`config.mk`:
```
export PLATFORM = sky130hd
export DESIGN_NAME = layer_max_finder
export DESIGN_NICKNAME = d
export VERILOG_FILES = /design/src/rtl/layer_max_finder_pkg.sv /design/src/rtl/layer_max_finder_max_cmp_stage.sv /design/src/rtl/layer_max_finder.sv
export SDC_FILE = /design/constraint.sdc
export NUM_CORES = 1
export LEC_CHECK = 0
export CAP_MARGIN = 20
export CORE_MARGIN = 3
export CORE_UTILIZATION = 40
export DETAILED_ROUTE_END_ITERATION = 8
export GPL_ROUTABILITY_DRIVEN = 0
export SYNTH_ARGS = -nofsm -noshare
export SYNTH_HDL_FRONTEND = slang
export SYNTH_SLANG_ARGS = --single-unit
```
`constraint.sdc`:
```
create_clock -name clk -period 4.05 [get_ports clk]
set_input_delay 0.405 -clock clk [delete_from_list [all_inputs] [get_ports clk]]
set_output_delay 0.405 -clock clk [all_outputs]
set_load 0.01 [all_outputs]
```
`src/rtl/layer_max_finder_pkg.sv`:
```
// Shared definitions for the output-layer max finder: FSM encoding and default widths.
package layer_max_finder_pkg;

  // Width of one neuron activation as stored in the weight/activation ROMs.
  localparam int ROM_BITWIDTH = 8;

  typedef enum logic [1:0] {
    IDLE = 2'd0,
    SCAN = 2'd1,
    DONE = 2'd2
  } state_t;

endpackage

```
`src/rtl/layer_max_finder_max_cmp_stage.sv`:
```
// Combinational compare/select: keeps the current winner unless the candidate is strictly larger.
module max_cmp_stage #(
  parameter int VAL_W = 8,
  parameter int IDX_W = 4
) (
  input  logic [VAL_W-1:0] cur_val,
  input  logic [IDX_W-1:0] cur_idx,
  input  logic [VAL_W-1:0] cand_val,
  input  logic [IDX_W-1:0] cand_idx,
  output logic [VAL_W-1:0] win_val,
  output logic [IDX_W-1:0] win_idx
);

  // Candidates always carry a higher index, so strict > keeps the lowest index on ties.
  always_comb begin
    win_val = cur_val;
    win_idx = cur_idx;
    if (cand_val > cur_val) begin
      win_val = cand_val;
      win_idx = cand_idx;
    end
  end

endmodule

```
`src/rtl/layer_max_finder.sv`:
```
// Captures all output-layer activations on i_valid, scans one per cycle, reports the argmax index.
// Optional MAX_FINDER_SCORE_EN adds o_max_value and a saturating 16-bit result counter.
module layer_max_finder
  import layer_max_finder_pkg::*;
#(
  parameter int numInput   = 10,
  parameter int inputWidth = ROM_BITWIDTH,
  parameter int idxWidth   = ($clog2(numInput) > 0 ? $clog2(numInput) : 1)
) (
  input  logic                           clk,
  input  logic                           rst,
  input  logic [numInput*inputWidth-1:0] i_data,
  input  logic                           i_valid,
  output logic                           o_ready,
  output logic [idxWidth-1:0]            o_data,
  output logic                           o_valid,
  output logic                           o_dropped
`ifdef MAX_FINDER_SCORE_EN
  ,
  output logic [inputWidth-1:0]          o_max_value
`endif
);

  // Handshake: a frame is accepted on any clock edge where i_valid && o_ready;
  // i_valid while !o_ready is discarded and flagged on o_dropped the next cycle.

  localparam logic [idxWidth:0] LAST = (idxWidth+1)'(numInput - 1);

  state_t state_q, state_d;

  logic [inputWidth-1:0] cap_buf [numInput];
  logic [inputWidth-1:0] max_val;
  logic [idxWidth-1:0]   max_idx;
  logic [idxWidth:0]     cnt_q;
  logic [idxWidth-1:0]   cnt_idx;
  logic [inputWidth-1:0] win_val;
  logic [idxWidth-1:0]   win_idx;

  logic load, step, emit, drop;

  assign cnt_idx = cnt_q[idxWidth-1:0];
  assign o_ready = (state_q != SCAN);

  max_cmp_stage #(
    .VAL_W(inputWidth),
    .IDX_W(idxWidth)
  ) u_cmp (
    .cur_val (max_val),
    .cur_idx (max_idx),
    .cand_val(cap_buf[cnt_idx]),
    .cand_idx(cnt_idx),
    .win_val (win_val),
    .win_idx (win_idx)
  );

  always_ff @(posedge clk or posedge rst) begin
    if (rst) state_q <= IDLE;
    else     state_q <= state_d;
  end

  always_comb begin
    state_d = state_q;
    load    = 1'b0;
    step    = 1'b0;
    emit    = 1'b0;
    drop    = 1'b0;
    case (state_q)
      IDLE: begin
        if (i_valid) begin
          load    = 1'b1;
          state_d = (numInput == 1) ? DONE : SCAN;
        end
      end
      SCAN: begin
        step = 1'b1;
        drop = i_valid;
        if (cnt_q == LAST) state_d = DONE;
      end
      DONE: begin
        emit    = 1'b1;
        state_d = IDLE;
        // A frame arriving while the previous result is emitted starts immediately.
        if (i_valid) begin
          load    = 1'b1;
          state_d = (numInput == 1) ? DONE : SCAN;
        end
      end
      default: state_d = IDLE;
    endcase
  end

  always_ff @(posedge clk or posedge rst) begin
    if (rst) begin
      for (int k = 0; k < numInput; k++) cap_buf[k] <= '0;
      max_val   <= '0;
      max_idx   <= '0;
      cnt_q     <= '0;
      o_data    <= '0;
      o_valid   <= 1'b0;
      o_dropped <= 1'b0;
    end else begin
      o_valid   <= emit;
      o_dropped <= drop;
      if (emit) o_data <= max_idx;
      if (load) begin
        for (int k = 0; k < numInput; k++) cap_buf[k] <= i_data[k*inputWidth +: inputWidth];
        max_val <= i_data[inputWidth-1:0];
        max_idx <= '0;
        cnt_q   <= (idxWidth+1)'(1);
      end else if (step) begin
        max_val <= win_val;
        max_idx <= win_idx;
        if (cnt_q != LAST) cnt_q <= cnt_q + (idxWidth+1)'(1);
      end
    end
  end

`ifdef MAX_FINDER_SCORE_EN
  logic [15:0] frame_cnt_q;

  always_ff @(posedge clk or posedge rst) begin
    if (rst) begin
      o_max_value <= '0;
      frame_cnt_q <= '0;
    end else if (emit) begin
      o_max_value <= max_val;
      if (frame_cnt_q != 16'hFFFF) frame_cnt_q <= frame_cnt_q + 16'd1;
    end
  end
`endif

endmodule
```
=== After elaboration in Yosys (flattened, before gate mapping) ===
Cells that the tools add are included.

* Register bits: 105
* Bits of input ports: 83
* Output and inout bits: 7
* Word-level logic and storage cells: 57

* Add/sub/neg operators: 1
* $lt $le $gt $ge: 2
* Eq/ne operators: 7
* Mux-type cells: 21
* Bitwise operators: 1
* Reduce and logical (&&, ||, !) cells: 8

{| class="wikitable"
|+ Operators by type and width
! operator !! count
|-
| $mux W8 || 5
|-
| $bmux W8 S4 || 1
|-
| $mux W5 || 3
|-
| $mux W4 || 3
|-
| $gt A8 B8 Y1 || 1
|-
| $mux W1 || 6
|-
| $pmux W2 S3 || 1
|-
| $reduce_and A2 Y1 || 3
|-
| $reduce_bool A2 Y1 || 3
|-
| $add A5 B1 Y5 const B || 1
|-
| $eq A5 B4 Y1 const B || 1
|-
| $ge A5 B5 Y1 const B || 1
|-
| $ne A5 B4 Y1 const B || 1
|-
| $not A4 Y5 || 1
|-
| $mux W2 || 2
|-
| $ne A2 B2 Y1 const B || 2
|-
| $eq A2 B1 Y1 const B || 1
|-
| $eq A2 B2 Y1 const B || 1
|-
| $logic_not A2 Y1 || 1
|-
| $ne A2 B1 Y1 const B || 1
|-
| $reduce_or A2 Y1 || 1
|}

=== Logic depth before layout (Yosys ltp) ===
* Word-level depth: 8
* Mapped depth: 13
* Depth with buffers taken out: 9

=== By module ===
A second synthesis with hierarchy kept.

* Cell total of the unflattened synthesis: 530
* Area, all modules: 5104.9 um^2

{| class="wikitable"
|+ Modules (own cells, without submodules)
! module !! times used !! cells each !! area each (um^2) !! sequential area each (um^2)
|-
| layer_max_finder || 1 || 490 || 4692.0 || 2627.5
|-
| max_cmp_stage || 1 || 40 || 412.9 || 0.0
|}

=== Least setup slack after synthesis ===
OpenSTA, ideal clock, no wires.

* Kind: reg-to-reg
* From: register cnt_q[0]
* To: register max_val[0]
* Library setup time: 127 ps
* Arrival: 2614 ps
* Data required time: 3923 ps
* Slack: 1308 ps
* Cell stages (with the launch flop): 12
* Path buffers: 2
* Period minus slack after synthesis: 2742 ps
* Cells stage by stage: dfrtp_1 > buf_6 > mux4_2 > o22ai_1 > o32ai_2 > ha_1 > and3_1 > a221o_1 > o211a_2 > buf_6 > nor2_1 > o211ai_2

* Cells in the longest elaborated chain, start to end: 7
* Elaborated cells between the ends (all ways): 10
* Those cells by class: order compare (1); mux (6); bitwise (1); reduce/logical (2)

{| class="wikitable"
|+ RTL lines
! what !! RTL line !! source
|-
| from (decl) || layer_max_finder.sv:34 || <nowiki>logic [idxWidth:0] cnt_q;</nowiki>
|-
| from (signal assigned) || layer_max_finder.sv:109 || <nowiki>cnt_q <= (idxWidth+1)'(1);</nowiki>
|-
| from (signal assigned) || layer_max_finder.sv:113 || <nowiki>if (cnt_q != LAST) cnt_q <= cnt_q + (idxWidth+1)'(1);</nowiki>
|-
| $not A4 Y5 (implied by the code) (*) || layer_max_finder.sv:50 || <nowiki>.cand_val(cap_buf[cnt_idx]),</nowiki>
|-
| $bmux W8 S4 (*) || layer_max_finder.sv:50 ||
|-
| $mux W8 (implied by the code) (*) (2 in series) || layer_max_finder.sv:50 ||
|-
| $gt A8 B8 Y1 or $mux W8 (tied branches) || layer_max_finder_max_cmp_stage.sv:18 || <nowiki>if (cand_val > cur_val) begin</nowiki>
|-
| $reduce_bool A2 Y1 (no line) or $mux W8 (tied branches) || n/a ||
|-
| $reduce_and A2 Y1 (no line) or $mux W8 (tied branches) || n/a ||
|-
| to (signal assigned) || layer_max_finder.sv:107 || <nowiki>max_val <= i_data[inputWidth-1:0];</nowiki>
|-
| to (signal assigned) || layer_max_finder.sv:111 || <nowiki>max_val <= win_val;</nowiki>
|-
| to (decl) || layer_max_finder.sv:32 || <nowiki>logic [inputWidth-1:0] max_val;</nowiki>
|}

Mark *: on every way between the ends. The rest lies on a longest branch, timed or not. The select of a mux whose other input is x is not followed.
A chain may end at the register's enable or synchronous reset.

=== Final worst setup path ===
* From: register cnt_q[0]
* To: register max_idx[2]

* Cells in the longest elaborated chain, start to end: 7

{| class="wikitable"
|+ RTL lines
! what !! RTL line !! source
|-
| $not A4 Y5 (implied by the code) || layer_max_finder.sv:50 ||
|-
| $bmux W8 S4 || layer_max_finder.sv:50 ||
|-
| $mux W8 (implied by the code) (2 in series) || layer_max_finder.sv:50 ||
|-
| $gt A8 B8 Y1 || layer_max_finder_max_cmp_stage.sv:18 ||
|-
| $reduce_bool A2 Y1 (no line) || n/a ||
|-
| $reduce_and A2 Y1 (no line) || n/a ||
|-
| to (signal assigned) || layer_max_finder.sv:112 || <nowiki>max_idx <= win_idx;</nowiki>
|-
| to (decl) || layer_max_finder.sv:33 || <nowiki>logic [idxWidth-1:0] max_idx;</nowiki>
|}

Every way passes these cells. The select of a mux whose other input is x is not followed.

==> results.md <==
- The run finished with clean final reports.
- The initial antenna violation count was 0.
- The classification of the worst-slack hold path is reg2reg.
- Summed over all layers, the routed wires come to 12,300 microns.
- The critical hold path startpoint is cap_buf[38].
- The wire length per cell after detailed routing is 15.79 microns.
- The setup total negative slack is 0 ns.
- After synthesis, the largest area contributor takes up 51.50% of total cell area.
- The HPWL after detailed placement is 9004 microns.
- The number of inserted diodes is 0.
- Static timing analysis puts the maximum clock frequency at 0.2799 GHz.
- Synthesis inferred 105 register bits.
- The maximum number of pins on one net before global-route repair is 77.
- Counting the buffers created by CTS gives 9.
- The area growth from synthesis to layout is 25.13%.
- The final max-slew violation count is 0.
- The startpoint of the lowest-slack register-to-register path is cnt_q[0].
- Setup repair after global routing left no endpoint under its margin.
- The distinct cell type count of the synthesized netlist is 43.
- The total instance count after detailed placement is 764.
- The count of maximum capacitance violations is 0.
- The startpoint-to-endpoint class of the critical path is reg2reg.
- The via count of the first global-routing pass is 4,056.
- The share of post-route cells with drive strength above 1 is 10.80%.
- The data arrival time of the critical path is 3.84 ns.
- The minimum period implied by the final worst setup slack is 3.573 ns.
- 90 I/O pins were placed.
- The final instance count without filler cells is 779.
- The power share of the clock group is 17.0%.
- The root buffer cell is clkbuf_16.
- The insertion delay of the later-clocked pin in the worst-skew pair is 0.34 ns.
- In this run, flip-flops and latches consume 37.4% of the power.
- The complex-gate fraction of the synthesized area is 8.705%.
- The critical path capture point type is a flop.
- For this design the total switching power over the nets is 2.040 mW.
- In this run the worst setup path begins at cnt_q[0].
- The prevailing post-synth register cell is dfrtp_1.
- The number of buffers added on ports is 89.
- After Yosys synthesis, full adders, half adders and majority gates account for 2.452% of the synthesized area.
- In this run, synthesis inferred 0 flip-flops with an integrated enable.
- Cell internal power was estimated by the tool at 3.107 mW.
- Summed over all instances, the cell type with the most area after synthesis is dfrtp_1.
- The post-detailed-route count of antenna-violating nets is 0.
- Buffers inserted to repair hold after CTS numbered 0.
- For this design the ratio of total power to cell area is 806.2 nW/um^2.
- The worst clock skew on the final layout is 0.008228 ns.
- The initial core utilization is 41.61%.
- The clock edge transition at the registers on the reported setup and hold paths is 0.07 ns.
- In this run, post-CTS repair resized a total of 0 instances.
- The clock tree from TritonCTS is built.
- Of the total synthesized cell area, the portion taken by XOR and XNOR cells is 0.6866%.
- The largest fanout on the critical path is 31.
- The overall power consumption is 5.147 mW.
- For this run, design rule violations remaining after detail routing come to 0.
- For this block, the initial DRC count from the detailed router was 190.
- The clock drives 105 sinks.
- The height of the chip is 118.9 microns.
- In the post-synthesis netlist, the biggest area contributors are dfrtp_1 51%, nand2_1 18%, ha_1 2.5%.
- The area fraction in and, or, nand and nor cells after synthesis is 23.86%.
- The most common cell in the synthesized netlist is nand2_1.
- By area, the combinational part of the netlist is dominated by simple AND/OR/NAND/NOR gates.
- The overall global routing resource usage is 18.54%.
- The die footprint is 14,150 sq um.
- Counting every instance in the synthesized netlist gives 535.
- The leakage dissipation is 3.076 nW.
- The first-pass GRT wire length is 20,950 microns.
- The synthesized cell area is 5102 sq um.
- The portion of synthesized area spent on multiplexers is 7.970%.
- The total area inside the core boundary comes to 12,260 sq um.
- The H-tree was split into 3 levels.
- The total via count in the routed design is 3,848.
- The post-CTS setup buffer count is 0.
- The worst setup path is launched from a flop.
- Per report_power, the combinational group accounts for 45.7% of the total.
- The Yosys step of the flow raised 0 warnings.
- The buffer levels on the longest clock path is 2.
- After synthesis, the most frequently instantiated cells are 244 x nand2_1, 105 x dfrtp_1, 15 x clkbuf_1, 12 x nor2b_1.
- The sequential element share of the synthesized area is 51.50%.
- The worst relative slew slack is 36.97%.
- For the worst setup path, the data required time is 4.32 ns.
- The setup-violating endpoint count in the final report is 0.
- When the netlist entered floorplanning its net count stood at 628.
- The die width is 118.9 microns.
- At the pin with the least slew margin, the transition time is 0.9454 ns.
- The number of cell rows is 40.
- In this run switching power makes up 39.63% of total power.
- The final count of hold timing violations was 0.
- The worst-case IR drop observed on VDD is 0.3987 mV.
- Global routing finished with a remaining overflow of 0.
- The smallest setup slack after layout is 0.4767 ns.
- The worst hold margin is 0.4767 ns.
- The average instance area after synthesis is 9.537 sq um.
- In the final design database the tool counted 700 nets.
- After detailed routing, the number of vias per cell comes to 4.940.
- The first TritonRoute pass finished after 7 iterations.
- The pre-CTS worst setup slack is 0.5139 ns.
- Counting flops with an async set or reset pin after synthesis yields a share of 100.0%.
- The fraction of the cycle the final worst path needs is 88.23%.
## cell families (layout without fill, tap and decap cells)
kind of cell	Yosys count	in the layout
and+or+nand+nor	293	293
xor gates and xnor gates	4	4
muxes	28	28
adders and majority gates	10	10
buffers and inverters	46	122
DFF	105	105
AOI/OAI and AO/OA	49	49
## routing by layer
layer	GRT usage (%)	share of wire [%]	up-vias
li1	-	-	1904
met1	26.07	48	1827
met2	29.09	46	103
met3	4.084	4.7	14
met4	5.069	1.7	0
met5	0	0	-
## worst max-delay path, stage by stage (launching register included)
cell	delay, ns
dfrtp_2	0.81
buf_4	0.38
mux4_1	0.32
o22ai_1	0.24
o32ai_2	0.13
ha_1	0.33
and3_1	0.17
nand2_1	0.13
a211oi_2	0.42
buf_4	0.27
o21ai_0	0.10
a21oi_1	0.18
## registers in the layout (all words and copies together) (netlist names)
register,count
cap_buf,80
o_valid,1
o_dropped,1
max_idx,4
state_q,2
o_data,4
cnt_q,5
max_val,8
## final timing paths
kind	depth (start not counted)	to	slack, ns
worst min-delay path	2	cap_buf[38]	0.48
worst max-delay path	11	max_idx[2]	0.48
min in group asynchronous	2	cap_buf[42]	0.63
worst min register to register	2	cap_buf[38]	0.48
worst max register to register	11	max_idx[2]	0.48
max in group asynchronous	3	state_q[0]	2.63
## metrics by stage
stage               utilization [%]  area, sq um
global placement              49.50         6070
CTS                           52.07         6385
global route                  52.07         6385
finish                        52.07         6385
floorplan                         -         5102
detailed placement            49.66         6090
## layout by cell type (no fill, tap or decap), types with 5 or more instances in the layout
| cell type | netlist | final |
|---|---|---|
| nor2_1 | 6 | 6 |
| o21ai_2 | 9 | 9 |
| nand2_1 | 244 | 244 |
| nor2b_1 | 12 | 11 |
| mux2_2 | 8 | 8 |
| dfrtp_1 | 105 | 104 |
| mux4_2 | 5 | 5 |
| o22ai_1 | 8 | 8 |
| buf_4 | 3 | 5 |
| clkbuf_16 | 0 | 9 |
| mux2i_1 | 8 | 8 |
| nand4_1 | 11 | 11 |
| o32ai_2 | 7 | 7 |
| inv_1 | 11 | 10 |
| nand3_1 | 8 | 8 |
| clkdlybuf4s50_1 | 0 | 89 |
| a211oi_1 | 9 | 9 |
| ha_1 | 10 | 10 |
## power groups by stage
stage | combinational, mW | sequential (mW) | clock (mW)
2_1_floorplan | 1.97 | 1.74 | 0
3_3_place_gp | 2.28 | 1.94 | 0
3_5_place_dp | 2.34 | 1.94 | 0
4_1_cts | 2.36 | 1.93 | 0.895
5_1_grt | 2.63 | 2.00 | 0.936
6_report | 2.35 | 1.92 | 0.873
## area by class of cell
class	instances	area, sq um
well taps	168	210.2
flip-flops and latches	105	2629
clock inverters	4	52.55
fillers	1197	5877
multi-input cells	384	2238
repair buffers	96	968.4
inverters	11	43.79
clock buffers	11	242.7
(Power assumes the default switching activity.)
